===== src/rtl/inst_trace_tx_if.sv =====
// ---------------------------------------------------------------------------
// inst_trace_tx_if
// Word stream from the retired-instruction trace transmitter to the host
// debug link.
//   out_valid : word valid (producer)
//   out_data  : 32-bit trace word (producer)
//   out_last  : final word of a record (producer)
//   out_ready : consumer accepts the word (consumer)
// master = transmitter side, slave = debug-link side.
// ---------------------------------------------------------------------------
interface inst_trace_tx_if;
    logic        out_valid;
    logic [31:0] out_data;
    logic        out_last;
    logic        out_ready;

    modport master (output out_valid, output out_data, output out_last, input out_ready);
    modport slave  (input out_valid, input out_data, input out_last, output out_ready);
endinterface


===== src/rtl/inst_trace_tx.sv =====
// ---------------------------------------------------------------------------
// inst_trace_tx
// Retired-instruction trace transmitter for one integer pipeline. Retire
// records are captured at the commit stage, buffered in a record FIFO and
// serialized as 32-bit words (header, pc, inst[, timestamp]) on a
// valid/ready stream.
//
// Ports:
//   gclk, rstn      : clock (rising edge), asynchronous active-low reset
//   trace_en        : capture enable
//   tr_valid        : retire record present
//   tr_tid/pc/inst  : thread id, pc, instruction word
//   tr_replay/annul/dma/uc, tr_upc : record flags and microcode pc
//   drop_cnt        : saturating count of dropped records
//   tx              : output word stream (inst_trace_tx_if.master)
//
// Optional feature macro: INST_TRACE_TSTAMP_EN -- adds a free-running 32-bit
// cycle counter latched at capture and sent as a fourth word.
// ---------------------------------------------------------------------------
module inst_trace_tx #(
    parameter int PID   = 0,
    parameter int DEPTH = 16,
    parameter int TIDW  = 5,
    parameter int UPCW  = 8
) (
    input  logic             gclk,
    input  logic             rstn,
    input  logic             trace_en,
    input  logic             tr_valid,
    input  logic [TIDW-1:0]  tr_tid,
    input  logic [31:0]      tr_pc,
    input  logic [31:0]      tr_inst,
    input  logic             tr_replay,
    input  logic             tr_annul,
    input  logic             tr_dma,
    input  logic             tr_uc,
    input  logic [UPCW-1:0]  tr_upc,
    output logic [7:0]       drop_cnt,
    inst_trace_tx_if.master  tx
);

    localparam int AW = $clog2(DEPTH);
    localparam logic [AW:0] DEPTH_C = (AW+1)'(DEPTH);

    typedef enum logic [2:0] {IDLE, HDR, PC, INST, TS} state_t;

`ifdef INST_TRACE_TSTAMP_EN
    localparam int     EW      = 128;
    localparam logic   TS_BIT  = 1'b1;
    localparam state_t LAST_ST = TS;
`else
    localparam int     EW      = 96;
    localparam logic   TS_BIT  = 1'b0;
    localparam state_t LAST_ST = INST;
`endif

    state_t            state, state_nxt;
    logic [AW-1:0]     wr_ptr, rd_ptr;
    logic [AW:0]       count, count_nxt;
    logic [7:0]        seq;
    logic              ovf;
    logic [EW-1:0]     mem [DEPTH];
    logic [EW-1:0]     head, wr_entry;
    logic [31:0]       hdr;
    logic              capture, accept, hs, pop;
    logic              valid_c, last_c;
    logic [31:0]       data_c;

    assign capture = trace_en & tr_valid;
    assign hs      = (state != IDLE) & tx.out_ready;
    assign pop     = hs & (state == LAST_ST);
    // A full FIFO still takes the record when the head leaves in the same cycle.
    assign accept  = capture & ((count != DEPTH_C) | pop);
    assign count_nxt = count + (AW+1)'(accept) - (AW+1)'(pop);

    assign hdr = {4'(PID), tr_replay, tr_annul, tr_dma, tr_uc, 8'(tr_upc),
                  seq, TS_BIT, ovf, 1'b0, 5'(tr_tid)};

`ifdef INST_TRACE_TSTAMP_EN
    logic [31:0] ts_cnt;

    always_ff @(posedge gclk or negedge rstn) begin
        if (!rstn) ts_cnt <= '0;
        else       ts_cnt <= ts_cnt + 32'd1;
    end

    assign wr_entry = {ts_cnt, tr_inst, tr_pc, hdr};
`else
    assign wr_entry = {tr_inst, tr_pc, hdr};
`endif

    // Record storage carries data only; occupancy lives in the pointers.
    always_ff @(posedge gclk) begin
        if (accept) mem[wr_ptr] <= wr_entry;
    end

    assign head = mem[rd_ptr];

    always_ff @(posedge gclk or negedge rstn) begin
        if (!rstn) begin
            state    <= IDLE;
            wr_ptr   <= '0;
            rd_ptr   <= '0;
            count    <= '0;
            seq      <= '0;
            ovf      <= 1'b0;
            drop_cnt <= '0;
        end else begin
            state <= state_nxt;
            count <= count_nxt;
            if (accept) wr_ptr <= wr_ptr + 1'b1;
            if (pop)    rd_ptr <= rd_ptr + 1'b1;
            if (capture) seq <= seq + 8'd1;
            // ovf is sampled into the header of the accepted record, then cleared.
            if (accept)       ovf <= 1'b0;
            else if (capture) ovf <= 1'b1;
            if (capture && !accept && drop_cnt != 8'hFF) drop_cnt <= drop_cnt + 8'd1;
        end
    end

    always_comb begin
        state_nxt = state;
        valid_c   = 1'b0;
        last_c    = 1'b0;
        data_c    = '0;
        case (state)
            IDLE: begin
                if (count != '0) state_nxt = HDR;
            end
            HDR: begin
                valid_c = 1'b1;
                data_c  = head[31:0];
                if (hs) state_nxt = PC;
            end
            PC: begin
                valid_c = 1'b1;
                data_c  = head[63:32];
                if (hs) state_nxt = INST;
            end
            INST: begin
                valid_c = 1'b1;
                data_c  = head[95:64];
`ifdef INST_TRACE_TSTAMP_EN
                if (hs) state_nxt = TS;
`else
                last_c = 1'b1;
                // Go straight to the next header when more records are waiting.
                if (hs) state_nxt = (count_nxt != '0) ? HDR : IDLE;
`endif
            end
`ifdef INST_TRACE_TSTAMP_EN
            TS: begin
                valid_c = 1'b1;
                last_c  = 1'b1;
                data_c  = head[127:96];
                if (hs) state_nxt = (count_nxt != '0) ? HDR : IDLE;
            end
`endif
            default: state_nxt = IDLE;
        endcase
    end

    assign tx.out_valid = valid_c;
    assign tx.out_data  = data_c;
    assign tx.out_last  = last_c;

endmodule


===== src/flat_wrapper.sv =====
// flat-port wrapper written by rule: the top's interface ports become plain ports
module inst_trace_tx_flat 
#(
    parameter int PID   = 0,
    parameter int DEPTH = 16,
    parameter int TIDW  = 5,
    parameter int UPCW  = 8
)
  (gclk, rstn, trace_en, tr_valid, tr_tid, tr_pc, tr_inst, tr_replay, tr_annul, tr_dma, tr_uc, tr_upc, drop_cnt, tx_out_valid, tx_out_data, tx_out_last, tx_out_ready);
  inst_trace_tx_if tx_i ();
  input  logic gclk;
  input  logic rstn;
  input  logic trace_en;
  input  logic tr_valid;
  input  logic [TIDW-1:0] tr_tid;
  input  logic [31:0] tr_pc;
  input  logic [31:0] tr_inst;
  input  logic tr_replay;
  input  logic tr_annul;
  input  logic tr_dma;
  input  logic tr_uc;
  input  logic [UPCW-1:0] tr_upc;
  output logic [7:0] drop_cnt;
  output wire logic [$bits(tx_i.out_valid)-1:0] tx_out_valid;
  output wire logic [$bits(tx_i.out_data)-1:0] tx_out_data;
  output wire logic [$bits(tx_i.out_last)-1:0] tx_out_last;
  input wire logic [$bits(tx_i.out_ready)-1:0] tx_out_ready;
  assign tx_out_valid = tx_i.out_valid;
  assign tx_out_data = tx_i.out_data;
  assign tx_out_last = tx_i.out_last;
  assign tx_i.out_ready = tx_out_ready;
  inst_trace_tx #(.PID(PID), .DEPTH(DEPTH), .TIDW(TIDW), .UPCW(UPCW)) u_core (.gclk(gclk), .rstn(rstn), .trace_en(trace_en), .tr_valid(tr_valid), .tr_tid(tr_tid), .tr_pc(tr_pc), .tr_inst(tr_inst), .tr_replay(tr_replay), .tr_annul(tr_annul), .tr_dma(tr_dma), .tr_uc(tr_uc), .tr_upc(tr_upc), .drop_cnt(drop_cnt), .tx(tx_i));
endmodule

===== config.mk =====
export PLATFORM = sky130hd
export DESIGN_NAME = inst_trace_tx_flat
export DESIGN_NICKNAME = d
export VERILOG_FILES = /design/src/rtl/inst_trace_tx_if.sv /design/src/rtl/inst_trace_tx.sv /design/src/flat_wrapper.sv
export SDC_FILE = /design/constraint.sdc
export NUM_CORES = 2
export LEC_CHECK = 0
export ABC_AREA = 1
export BUFFER_PORTS_ARGS = -buffer_cell sky130_fd_sc_hd__clkbuf_2
export CAP_MARGIN = 5
export CELL_PAD_IN_SITES_DETAIL_PLACEMENT = 0
export CELL_PAD_IN_SITES_GLOBAL_PLACEMENT = 1
export CORE_MARGIN = 1
export CORE_UTILIZATION = 54
export CTS_CLUSTER_DIAMETER = 200
export DETAILED_ROUTE_END_ITERATION = 8
export PLACE_DENSITY_LB_ADDON = 0.1
export SKIP_LAST_GASP = 1
export SYNTH_ARGS = -nofsm -noshare
export SYNTH_HDL_FRONTEND = slang
export SYNTH_SLANG_ARGS = --single-unit

===== constraint.sdc =====
create_clock -name gclk -period 9.4 [get_ports gclk]
set_input_delay 0.94 -clock gclk [delete_from_list [all_inputs] [get_ports gclk]]
set_output_delay 0.94 -clock gclk [all_outputs]
set_load 0.05 [all_outputs]

* Yosys cells after proc, flatten, opt, wreduce, memory -nomap -nowiden
Memory sizes are Yosys's and may differ from the RTL's.
Cells that the tools add are included.
** Word-level totals
- Latch bits :: 0
- Input bits :: 86
- Memory bits (writable) :: 1440
- Bits in read-only memories :: 0
- Memories kept :: 1
- Register bits :: 33
** Memories
- u_core.mem :: depth 16, width 90, read ports 1, clocked after memory_dff 0, wr ports 1, RTL line inst_trace_tx.sv:62 : logic [EW-1:0] mem [DEPTH];
** Operators by class
- Bitwise logic cells :: 5
- Shift-type cells :: 0
- Multipliers :: 0
- Div/mod/pow operators :: 0
- Mux-type cells :: 13
- Eq/ne operators :: 9
- Reduce and logical (&&, ||, !) cells :: 10
- Magnitude comparators :: 0
- $add $sub $neg :: 6
** Operators by type and width (count)
- $pmux W32 S3 :: 1
- $add A8 B1 Y8 const B :: 2
- $mux W3 :: 4
- $pmux W3 S4 :: 1
- $reduce_bool A5 Y1 :: 2
- $add A4 B1 Y4 const B :: 2
- $ne A2 B1 Y1 const B :: 4
- $ne A8 B8 Y1 const B :: 1
- $mux W1 :: 7
- $eq A3 B2 Y1 const B :: 2
- $add A5 B1 Y5 :: 1
- $ne A5 B5 Y1 const B :: 1
- $sub A5 B1 Y5 :: 1
- $and A1 B1 Y1 :: 4
- $reduce_and A4 Y1 :: 1
- $eq A3 B1 Y1 const B :: 1
- $logic_not A3 Y1 :: 1
- $reduce_bool A3 Y1 :: 1
- $reduce_or A3 Y1 :: 1
- $logic_and A1 B1 Y1 :: 2
- $reduce_bool A2 Y1 :: 1
- $logic_not A1 Y1 :: 1
- $or A1 B1 Y1 :: 1

* Longest topological paths before layout
- Depth in word-level cells :: 11
- Depth in mapped cells :: 17

* Least setup slack after synthesis
Ideal clock, no wire load.
- Kind :: register -> register
- From :: register u_core.state[0]
- To :: memory u_core.mem[11][0] in the netlist's numbering, enable pin
- Path buffers :: 1
- Library setup time :: 0.539 ns
- Stages on the path, launching flop included :: 9
- Period minus slack after synthesis :: 5.988 ns
- Arrival :: 5.448 ns
- Path slack :: 3.412 ns
- Cell sequence :: dfrtp_1 > ha_1 > clkbuf_1 > nand3_2 > nand3_1 > nand2_1 > clkinv_1 > nand2_1 > nor2_1
** Between the ends
- Longest elaborated chain between the ends :: 7
- Elaborated cells between the ends (all ways) :: 8
** RTL lines
- from (decl) :: RTL line inst_trace_tx.sv:57 : state_t state, state_nxt;
- from (signal assigned) :: RTL line inst_trace_tx.sv:109 : state <= state_nxt;
- $reduce_bool A3 Y1 :: RTL line inst_trace_tx.sv:70 : assign hs = (state != IDLE) & tx.out_ready;
- $and A1 B1 Y1 :: RTL line inst_trace_tx.sv:70
- $and A1 B1 Y1 (*) :: RTL line inst_trace_tx.sv:71 : assign pop = hs & (state == LAST_ST);
- $or A1 B1 Y1 (*) :: RTL line inst_trace_tx.sv:73 : assign accept = capture & ((count != DEPTH_C) | pop);
- $and A1 B1 Y1 (*) :: RTL line inst_trace_tx.sv:73
- net u_core.accept :: RTL line inst_trace_tx.sv:65 : logic capture, accept, hs, pop;
- $mux W1 (*) :: RTL line inst_trace_tx.sv:94 : if (accept) mem[wr_ptr] <= wr_entry;
- $mux W1 (implied by the code) (*) :: RTL line inst_trace_tx.sv:94
- to (decl) :: RTL line inst_trace_tx.sv:62
The timed path passes the listed nets; every way through them passes the cells marked *.

* Worst setup path in the final report
- From :: register u_core.rd_ptr[0]
- To :: output tx_out_data[19]
** Between the ends
- Longest elaborated chain between the ends :: 2
** RTL lines
- from (decl) :: RTL line inst_trace_tx.sv:58 : logic [AW-1:0] wr_ptr, rd_ptr;
- from (signal assigned) :: RTL line inst_trace_tx.sv:112 : if (pop) rd_ptr <= rd_ptr + 1'b1;
- $mem_v2 Z16 W90
- $pmux W32 S3 :: RTL line inst_trace_tx.sv:126 : case (state)
- to (decl) :: RTL line flat_wrapper.sv:25 : output wire logic [$bits(tx_i.out_data)-1:0] tx_out_data;
No other way between the ends.

==> results.md <==
Outcome:
- The run finished with clean final reports.

Synth:
- The area fraction in compound gates after synthesis is 1.59%.
- The post-synthesis sequential area ratio is 69.9%.
- Summing the areas of all xor and xnor instances in the mapped netlist gives 0.320% of the synthesized area.
- The number of flip-flops and latches in the synthesized netlist is 1,472.
- After synthesis the cells add up to 63,000 um2.
- The fraction of synthesized area in multiplexers is 0%.
- After synthesis, the largest family of logic cells by area is simple AND/OR/NAND/NOR gates.
- In the synthesized netlist, the number of instances is 5,868.
- Of the total synthesized cell area, the portion taken by full adders, half adders and majority gates is 0.389%.
- The number of nets in the synthesized netlist is 5,973.
- The number of distinct standard cells referenced by the synthesized netlist is 32.
- For this run, the number of Yosys warnings is 0.
- The synthesized area per cell is 10.7 um2.
- After Yosys synthesis, and, or, nand and nor cells account for 20.0% of the synthesized area.

Clocking:
- The clock reaches the later pin of the worst-skew pair after 0.75 ns.
- The number of clock buffers added by TritonCTS is 154.
- No sink is reached through more buffers than the 3 on the longest clock path.
- The number of setup buffers added after CTS is 0.
- The tree is rooted in a clkbuf_16.
- The CTS H-tree depth is 4.
- Post-CTS repair changed the size of 0 cells.
- The sink count of the clock tree is 1,472.
- Clock-pin slew was measured on the worst setup and hold paths at 0.06 ns.
- In this run, post-CTS hold repair placed 0 buffers.
- TritonCTS built the clock tree.

Placement:
- The placer's final routability congestion estimate is 0.778.
- In this run the tool buffered the top-level ports with 127 buffer cells.
- The post-detailed-placement half-perimeter wirelength is 79,100 um.
- Timing analysis after detailed placement gives a worst setup slack of 4.18 ns.

Timing:
- After layout, the minimum clock period comes to 6.21 ns.
- For this run, the top clock speed supported by timing is 161 MHz.
- In this run the tightest slew margin relative to its limit is 19.3%.
- The number of pins exceeding their max-slew limit in the final report was 0.
- The final hold violation count was 0.
- The final worst clock skew is 0.0185 ns.
- The tightest hold path in the finished design has a slack of 0.312 ns.
- Setup repair after global routing left no endpoint under its margin.
- The setup total negative slack is 0 ns.
- The worst path uses 66.1% of the clock period.
- After layout, the worst setup slack is 3.19 ns.
- The pin slew with the least headroom to its limit is 1.21 ns.
- Setup violations remaining at the end of the flow were counted as 0.

Critical path:
- The startpoint of the lowest-slack register-to-register path is u_core.state[0].
- The nature of the critical path startpoint is a flip-flop.
- The data arrival time of the worst path is 5.27 ns.
- The startpoint-to-endpoint class of the critical path is reg2out.
- The launching instance or port of the critical path is u_core.rd_ptr[0].
- The maximum fanout along the worst path is 242.
- The worst setup slack for register-to-register paths is 4.79 ns.
- The type of element capturing the critical path is an output port.
- The critical path required time is 8.46 ns.

Drt:
- The residual DRC count is 0.
- The initial DRC count is 3,728.
- For this block, the via count after detailed routing is 40,700.
- The first detailed-routing pass ran for 6 iterations.
- The detailed-route wire length per cell is 22.0 um.
- The detail-routed via count per cell is 5.39.
- The routed design has 166,000 um of wire.
- The detail route stage leaves a number of antenna-violating nets equal to 0.

Floorplanning:
- The core region is 115,000 um2.
- The die is 344 um wide.
- For this configuration, the core starts out at a cell density of 54.8%.
- The floorplan step set the die height to 344 um.
- In this run the core area contains 124 standard-cell rows.
- The boundary pin count is 128.
- The die outline area is 118,000 um2.

Power:
- The power density over the cells is 309 nW/um2.
- In this run the static leakage power is 0.0286 uW.
- In this run, flip-flops and latches consume 37.0% of the power.
- The switching portion of total power is 39.4%.
- The peak supply drop is 0.312 mV.
- The clock share of power is 27.8%.
- Combinational logic burns 35.3% of the power.
- In this run the power spent charging and discharging nets is 8440 uW.
- The total internal power is 13,000 uW.

Global routing:
- The total routing usage reported by global routing is 28.3%.
- The wire length of the first global-routing pass is 245,000 um.
- The aggregate global routing overflow is 0.
- The number of global-route vias before repair is 38,300.
- The pin count of the biggest net entering global routing is 243.
- The number of antenna violations at the first check in global routing is 15.

Worst hold path:
- The path class of the lowest-slack min-delay path is in2async.

Job:
- Across the run, the number of max-cap violations was 0.

Finish:
- From synthesis to final layout, the design area changed by 10.2%.
- In the final layout, the share of cells above drive strength 1 is 7.38%.
- In the final design database the tool counted 6,009 nets.
==> worst max-delay path, cell delays in order, from the launching register on <==
cell	delay [ns]
dfrtp_4	0.69
inv_16	0.52
buf_12	0.82
nand2_1	0.10
nand2_1	0.09
nand2_1	0.05
nand3_1	0.11
nand3_1	0.11
nand2_1	0.25
nand2_1	0.28
nand3_1	0.56
nand2_1	0.14
inv_1	0.08
clkbuf_2	0.28
==> per-stage QoR <==
step	cells	util, %	total power (uW)	cell area, um2
after global routing	7545	60.4	22500	69400
after global placement	7260	56.1	15600	64500
final	7547	60.4	21400	69400
after floorplan	5868	-	13300	63000
after CTS	7544	60.4	21500	69400
after detailed placement	7260	56.1	15600	64500
==> area by class of cell <==
class                   count  area (um2)
fillers                  9305       45600
flip-flops and latches   1472       44100
multi-input cells        3252       14100
clock buffers             200        4230
inverters                 829        3150
well taps                1512        1890
repair buffers            195        1230
clock inverters            84         706
diodes                      3        7.51
==> state kept, by name (all words and copies together) (netlist names) <==
register and cells:
u_core.ovf 1, u_core.wr_ptr 4, u_core.seq 8, u_core.mem 1440
u_core.state 2, u_core.count 5, u_core.rd_ptr 4, u_core.drop_cnt 8
==> placed cells by master, fill, tap and decap left out, types with 5 or more instances in the layout <==
cell type	n
a21oi_1	14
buf_12	7
buf_4	61
bufinv_16	11
clkbuf_1	35
clkbuf_16	162
clkbuf_2	127
clkinv_1	29
clkinv_2	34
dfrtp_1	28
edfxtp_1	1440
ha_1	15
inv_1	824
inv_6	7
nand2_1	1859
nand3_1	919
nor2_1	228
nor2_4	16
nor3_1	5
o211ai_1	39
o21ai_0	101
o21ai_1	19
xor2_1	21
==> layer usage <==
| metal | part of all wire (%) | global-route usage (%) | routed length, um |
|---|---|---|---|
| met1 | 43 | 39.8 | 71800 |
| met2 | 47 | 45.8 | 78600 |
| met3 | 6.9 | 4.47 | 11500 |
| met4 | 2.3 | 7.72 | 3870 |
| met5 | 0.066 | 0 | 109 |
==> logic make-up (layout without fill, tap and decap cells) <==
| group | Yosys count | count (layout) |
|---|---|---|
| flops | 1472 | 1472 |
| xor+xnor | 23 | 23 |
| compound gates | 176 | 176 |
| buf+inv | 1144 | 1308 |
| fa+ha+maj | 19 | 19 |
| other cells | 0 | 3 |
| simple gates | 3034 | 3034 |
==> cell usage after synthesis, drive strengths merged <==
cell type / count / share of area (%)
a21oi: 14 / 0.11
a22oi: 1 / 0.012
a31oi: 1 / 0.034
and3b: 1 / 0.014
buf: 256 / 2.5
clkbuf: 59 / 0.35
clkinv: 2 / 0.012
dfrtp: 32 / 1.3
edfxtp: 1440 / 69
fa: 1 / 0.032
ha: 18 / 0.36
inv: 827 / 4.9
nand2: 1859 / 11
nand3: 920 / 7.3
nand3b: 1 / 0.012
nand4: 3 / 0.030
nor2: 244 / 1.5
nor3: 5 / 0.040
nor4: 1 / 0.0099
o211ai: 39 / 0.46
o21ai: 120 / 0.95
o31ai: 1 / 0.012
xnor2: 2 / 0.028
xor2: 21 / 0.29
==> worst paths after layout <==
path | cells past startpoint | endpoint
max reg2reg | 12 | u_core.mem[10][20]
min | 2 | u_core.seq[2]
max in group asynchronous | 2 | u_core.rd_ptr[2]
min in group gclk | 3 | u_core.rd_ptr[0]
max | 13 | tx_out_data[19]
min reg2reg | 2 | u_core.drop_cnt[2]
==> power by group through the flow <==
stage | combinational, uW | clock, uW | sequential [uW]
2_1_floorplan | 5370 | 0 | 7970
3_3_place_gp | 7520 | 0 | 8040
3_5_place_dp | 7560 | 0 | 8050
4_1_cts | 7590 | 6030 | 7920
5_1_grt | 8270 | 6280 | 7950
6_report | 7560 | 5950 | 7920
Note: power is estimated with default switching activity, not from simulation.
